File: src/rtl/tokens_credit_tx.sv
// Credit-based transmitter: forwards local valid/ready words to a remote FIFO over a
// registered, backpressure-free link, spending one credit per word and reclaiming one per remote pop.
module tokens_credit_tx #(
  parameter int DW       = 32,
  parameter int CREDITS  = 8,
  parameter bit MSKO     = 1'b0,
  localparam int CW      = $clog2(CREDITS + 1)
) (
  input  logic          clk,
  input  logic          rst_n,
  input  logic          src_vld,
  output logic          src_rdy,
  input  logic [DW-1:0] src_dat,
  output logic          link_vld,
  output logic [DW-1:0] link_dat,
  input  logic          crd_rtn,
  output logic [CW-1:0] crd_cnt,
  input  logic          drain_req,
  output logic          drain_ack,
  output logic          crd_err
);

  typedef enum logic [1:0] {
    RUN   = 2'd0,
    DRAIN = 2'd1,
    IDLE  = 2'd2
  } state_t;

  localparam logic [CW:0]   FULL_W = (CW + 1)'(CREDITS);
  localparam logic [CW-1:0] FULL   = CW'(CREDITS);

  state_t        state_q, state_d;
  logic          link_vld_q, link_vld_d;
  logic [DW-1:0] link_dat_q, link_dat_d;
  logic [CW-1:0] crd_cnt_q, crd_cnt_d;
  logic          drain_ack_q, drain_ack_d;
  logic          crd_err_q, crd_err_d;
  logic          wen;
  logic [CW:0]   cnt_sum;

  // Ready must not look at src_vld, so upstream may wait on it without a loop.
  assign src_rdy = (state_q == RUN) & ~drain_req & (crd_cnt_q != '0);
  assign wen     = src_vld & src_rdy;

  // NOTE: every signal written here gets a default first, so no path leaves one unassigned and no latch is inferred.
  always_comb begin
    state_d     = state_q;
    link_vld_d  = wen;
    link_dat_d  = link_dat_q;
    crd_cnt_d   = crd_cnt_q;
    crd_err_d   = crd_err_q;
    drain_ack_d = 1'b0;

    if (wen) begin
      link_dat_d = src_dat;
    end else if (MSKO) begin
      link_dat_d = '0;
    end

    // One extra bit lets a return at the full count be seen as overflow rather than wrapping.
    cnt_sum = {1'b0, crd_cnt_q} - (CW + 1)'(wen) + (CW + 1)'(crd_rtn);
    if (cnt_sum > FULL_W) begin
      crd_cnt_d = FULL;
      crd_err_d = 1'b1;
    end else begin
      crd_cnt_d = cnt_sum[CW-1:0];
    end

    unique case (state_q)
      RUN: begin
        if (drain_req) state_d = DRAIN;
      end
      DRAIN: begin
        if (!drain_req) begin
          state_d = RUN;
        end else if ((crd_cnt_q == FULL) && !link_vld_q) begin
          state_d = IDLE;
        end
      end
      IDLE: begin
        if (!drain_req) state_d = RUN;
      end
      default: state_d = RUN;
    endcase

    drain_ack_d = (state_d == IDLE);
  end

  // NOTE: state flops use non-blocking assignments so every flop samples pre-edge values.
  always_ff @(posedge clk or negedge rst_n) begin
    if (!rst_n) begin
      state_q     <= RUN;
      link_vld_q  <= 1'b0;
      link_dat_q  <= '0;
      crd_cnt_q   <= FULL;
      drain_ack_q <= 1'b0;
      crd_err_q   <= 1'b0;
    end else begin
      state_q     <= state_d;
      link_vld_q  <= link_vld_d;
      link_dat_q  <= link_dat_d;
      crd_cnt_q   <= crd_cnt_d;
      drain_ack_q <= drain_ack_d;
      crd_err_q   <= crd_err_d;
    end
  end

  assign link_vld  = link_vld_q;
  assign link_dat  = link_dat_q;
  assign crd_cnt   = crd_cnt_q;
  assign drain_ack = drain_ack_q;
  assign crd_err   = crd_err_q;

endmodule

File: config.mk
export PLATFORM = sky130hd
export DESIGN_NAME = tokens_credit_tx
export DESIGN_NICKNAME = d
export VERILOG_FILES = /design/src/rtl/tokens_credit_tx.sv
export SDC_FILE = /design/constraint.sdc
export NUM_CORES = 1
export LEC_CHECK = 0
export ABC_AREA = 1
export BUFFER_PORTS_ARGS = -buffer_cell sky130_fd_sc_hd__buf_2
export CAP_MARGIN = 5
export CORE_MARGIN = 2
export CORE_UTILIZATION = 47
export CTS_CLUSTER_SIZE = 30
export DETAILED_ROUTE_END_ITERATION = 12
export GPL_ROUTABILITY_DRIVEN = 0
export PLACE_DENSITY = 0.89
export SYNTH_ARGS = -nofsm -noshare
export SYNTH_HDL_FRONTEND = slang
export SYNTH_SLANG_ARGS = --single-unit
File: constraint.sdc
create_clock -name clk -period 3.3 [get_ports clk]
set_input_delay 0.33 -clock clk [delete_from_list [all_inputs] [get_ports clk]]
set_output_delay 0.33 -clock clk [all_outputs]
set_load 0.05 [all_outputs]
# After elaboration in Yosys (flattened, before gate mapping)
# Cells that the tools add are included.
# classes
addsub,2
mul,0
div,0
order_cmp,1
n_eq_ne,4
shifts,0
n_mux,6
n_bitwise,4
n_reduce_logical,4
# ops
op,count
$mux W2,4
$pmux W2 S3,1
$add A5 B1 Y5,1
$gt A5 B4 Y1 const B,1
$sub A4 B1 Y5,1
$eq A2 B2 Y1 const B,2
$eq A4 B4 Y1 const B,1
$mux W4,1
$reduce_bool A4 Y1,1
$and A1 B1 Y1,3
$eq A2 B1 Y1 const B,1
$logic_not A2 Y1,1
$logic_and A1 B1 Y1,1
$logic_not A1 Y1,1
$not A1 Y1,1
# totals
ff_bits,41
latchBits,0
ram_bits,0
romBits,0
wordCells,27
n_memories,0

# Logic depth before layout (Yosys ltp)
# depth
ltp_word,8
depth_mapped,17

# Least setup slack after synthesis
# Ideal clock, no wire load.
# synth_timing
path_kind,register to register
startpoint,reg crd_cnt_q[3] (netlist: crd_cnt[3])
endpoint,reg crd_cnt_q[0] (netlist: crd_cnt[0])
setup_ns,0.071
arrival_ns,2.839
t_required_ns,3.229
path_slack_ns,0.390
path_stages_with_launch,18
path_buffers,1
period_less_slack_ns,2.910
path_cell_list,dfstp_2 inv_1 ha_1 nand2_1 nand3_2 inv_2 buf_6 ha_1 inv_1 ha_1 inv_1 fa_1 nand3b_1 nand2_1 nand2_1 nand2_1 nand2_1 nor2_1
# synth_via
elab_chain_len,7
# synth_rtl
element,line_no,text
"start, declared",35,"logic [CW-1:0] crd_cnt_q, crd_cnt_d;"
"start signal, assigned",102,crd_cnt_q <= crd_cnt_d;
$reduce_bool A4 Y1 (*),42,assign src_rdy = (state_q == RUN) & ~drain_req & (crd_cnt_q != '0);
$and A1 B1 Y1 (*),42,
$and A1 B1 Y1 (*),43,assign wen = src_vld & src_rdy;
named net link_vld_d,33,"logic link_vld_q, link_vld_d;"
$sub A4 B1 Y5 (*),61,"cnt_sum = {1'b0, crd_cnt_q} - (CW + 1)'(wen) + (CW + 1)'(crd_rtn);"
$add A5 B1 Y5 (*),61,
$gt A5 B4 Y1,62,if (cnt_sum > FULL_W) begin
$mux W4 (*),62,
named net crd_cnt_d[0],35,
# The timed path passes the listed nets; every way through them passes the cells marked *.
# A chain may end at the register's enable or synchronous reset.

# Worst setup path after layout
# layout_timing
startpoint,reg crd_cnt_q[3] (netlist: crd_cnt[3])
endpoint,reg crd_cnt_q[0] (netlist: crd_cnt[0])
# layout_via
elab_chain_len,7
# layout_rtl
element,line_no
$reduce_bool A4 Y1,42
$and A1 B1 Y1,42
$and A1 B1 Y1,43
$sub A4 B1 Y5 (*),61
$add A5 B1 Y5 (*),61
$gt A5 B4 Y1,62
$mux W4 (*),62
named net crd_cnt_d[0],35
# Marked as above.

==> metrics.md <==
| Metric | Value |
|---|---|
| Status | complete, no violations |
| Util after Layout | 0.6278 |
| Critical path arrival | around 2800 ps |
| Worst setup SP type | flop |
| Seq pwr share | 0.309 |
| Slowest-stage cell, CP | dfstp_2 |
| RSZ-0062 raised after global routing | false |
| Post-DP HPWL | between 2000 and 3000 um |
| Routed vias | 1469 |
| Power per Cell Area | approximately 1200 nW/um^2 |
| Initial core utilization | 0.4873 |
| CTS tree | built |
| GRT Resource Usage Total | 0.1827 |
| Crit path time final | roughly 2600 ps |
| Vias in the first global route | between 1000 and 1500 |
| Largest net degree at the start of global routing | 42 |
| Drt wl/cell | 10.56 um |
| Nets@finish | around 320 |
| First-pass iteration count of the detailed router | 4 |
| Die ar. | 4274 sq um |
| Slowest Stage Delay on Critical Path | between 500 and 600 ps |
| FMAX | around 380 MHz |
| Area Overhead vs Synth | 28.83% |
| Resize count post-CTS | 0 |
| Setup Viol. Count Final | 0 |
| Clock-pin slew on the worst setup and hold paths | roughly 70 ps |
| Row cnt | 22 |
| Final ANT Viol Nets | 0 |
| First-pass GRT wire length | slightly below 6000 um |
| Antenna violations before repair | 0 |
| Crit-path cells | inv_1 -> ha_1 -> nand2_1 -> nand3_2 -> inv_2 -> ha_1 -> inv_1 -> ha_1 -> inv_1 -> fa_1 -> nand3b_1 -> nand2_1 -> nand2_1 -> nand2_1 -> nand2_1 -> nor2_1 |
| Most common cell after layout, fill and taps aside | nand2_1 |
| Mapped Area | approximately 1800 sq um |
| Worst min path class | input port to async pin |
| Cell repeated most along the worst path | nand2_1 |
| Most frequent cells in the layout | 108 x nand2_1, 76 x buf_2, 40 x dfrtp_1, 16 x inv_1, 7 x ha_1 |
| Worst Setup End Kind | flop |
| Syn Nets | around 250 |
| Tightest Pin Transition | 843.1 ps |
| Yosys warnings | 0 |
| Clk pwr share | 0.136 |
| # fillers | 338 |
| Top-Level Pins | 77 |
| Req. time, crit path | 3510 ps |
| CTS Buffer Depth | 2 |
| Die height | about 65 um |
| GRT overflow | 0 |
| Port buffer count | 76 |
| Max-cap violation count | 0 |
| Logic gate share of total power | 0.555 |
| H-tree depth | 2 |
| P_sw | between 0.001 and 0.0015 W |
| 1st-iter DRT viols | 60 |
| DRC violation count after routing | 0 |
| Share of layout cells above drive strength 1 | 0.3190 |
| Setup Skew | ~2.8 ps |
| Synthesized area per cell | 8.852 sq um |
| Die width | between 60 and 70 um |
| CTS buffer count | 5 |
| Setup TNS | 0 ps |
| Fin. max-slew vios | 0 |
| Cell count after synthesis | 200 |
| N_diodes | 0 |
| Sw frac | 0.5238 |
| Worst Path Max Fanout | 4 |
| Worst skew pair latency | about 280 ps |
| Pint | about 0.0013 W |
| Unique cell type count in the Yosys netlist | 18 |
| Inst Count DP | 320 |
| WS Path Type | flop to flop |
| Post-route insts no fill | 327 |
| # hold bufs at CTS | 0 |
| Seq/Total Area, Yosys | 0.5802 |
| Register bit total from synthesis | 41 |
| Clock Sinks | ~40 |
| Final Hold Fails | 0 |
| Clk Tree Root Cell | clkbuf_8 |
| # Post-CTS Setup Buffers | 0 |
| DR vias/cell | around 4.5 |
| Period utilization | 0.7968 |
| Aggregate routed wire length | 3452 um |
| Core area | around 3600 sq um |
| R2R depth | 16 |
| Max VDD drop | ~0.00061 V |
| Leak | about 1.4 nW |
| Worst slew margin | 0.4379 |
per-stage QoR:
step / total power, W / hold WS [ps] / cell area, sq um / setup slack [ps]
floorplan: 0.002032 / 34.41 / 1770 / 390.0
global placement: 0.002344 / 458.4 / 2177 / 770.5
detailed placement: 0.002382 / 459.6 / 2177 / 681.5
CTS: 0.002763 / 175.4 / 2281 / 635.3
global route: 0.002941 / 212.7 / 2281 / 404.1
finish: 0.002734 / 148.9 / 2281 / 670.5
power groups by stage:
| stage | logic, W | registers [W] | clock network [W] |
|---|---|---|---|
| finish | 0.00152 | 0.000844 | 0.000372 |
| global route | 0.00165 | 0.000873 | 0.000418 |
| CTS | 0.00154 | 0.000844 | 0.000382 |
| detailed placement | 0.00153 | 0.000848 | 0 |
| global placement | 0.00150 | 0.000842 | 0 |
| floorplan | 0.000485 | 0.00155 | 0 |
path summary, 6_finish.rpt:
kind / start / to / slack [ps]
min in group clk: src_dat[12] / link_dat[12]$_DFFE_PN0P_ / 240
max in group asynchronous: rst_n / link_dat[23]$_DFFE_PN0P_ / 2620
max reg2reg: crd_cnt[3]$_DFF_PN1_ / crd_cnt[0]$_DFF_PN0_ / 670
min: rst_n / state_q[0]$_DFF_PN0_ / 150
min reg2reg: link_dat[1]$_DFFE_PN0P_ / link_dat[1]$_DFFE_PN0P_ / 480
max: crd_cnt[3]$_DFF_PN1_ / crd_cnt[0]$_DFF_PN0_ / 670
area by class of cell:
type | instances | area, sq um | area share
timing repair buffer | 78 | 395.4 | 0.1733
multi-input combinational | 136 | 630.6 | 0.2765
clock buffer | 5 | 68.82 | 0.03017
tap | 48 | 60.06 | 0.02633
clock inverter | 2 | 35.03 | 0.01536
inverter | 17 | 63.81 | 0.02798
sequential | 41 | 1027 | 0.4504
synth_stat cells (all sizes together):
cell type  number  share of area
xor2            1         0.0049
buf             6          0.028
nand4           1         0.0035
nor3            1         0.0057
nor2            3         0.0064
a21oi           4          0.011
nand3b          2         0.0085
nand3           7          0.023
inv            17          0.036
dfrtp          40           0.57
nand2         108           0.23
fa              1          0.011
ha              7          0.049
dfstp           1          0.015
and3            1         0.0035
metal layers:
layer,up-vias,track usage,share of wire
li1,758,-,-
met1,659,0.2217,0.44
met2,46,0.3074,0.49
met3,6,0.06336,0.067
met4,0,0.05469,0.010
met5,-,0,0
critical path: cells and delay by family, from the launching register on:
kind,cells,cell delay [ps]
buf+inv,4,260
flops,1,560
simple gates,8,800
fa+ha+maj,4,940
cell families after synthesis:
| kind of cell | share of synthesized area |
|---|---|
| simple gates | 0.2792 |
| fa+ha+maj | 0.06078 |
| compound gates | 0.01131 |
| buf+inv | 0.06360 |
| xor+xnor | 0.004948 |
| flops | 0.5802 |
sequential cells by signal (all words and copies together) (netlist names):
signal / count
link_dat: 32
state_q: 2
crd_cnt: 4
link_vld: 1
drain_ack: 1
crd_err: 1
(Power assumes the default switching activity.)
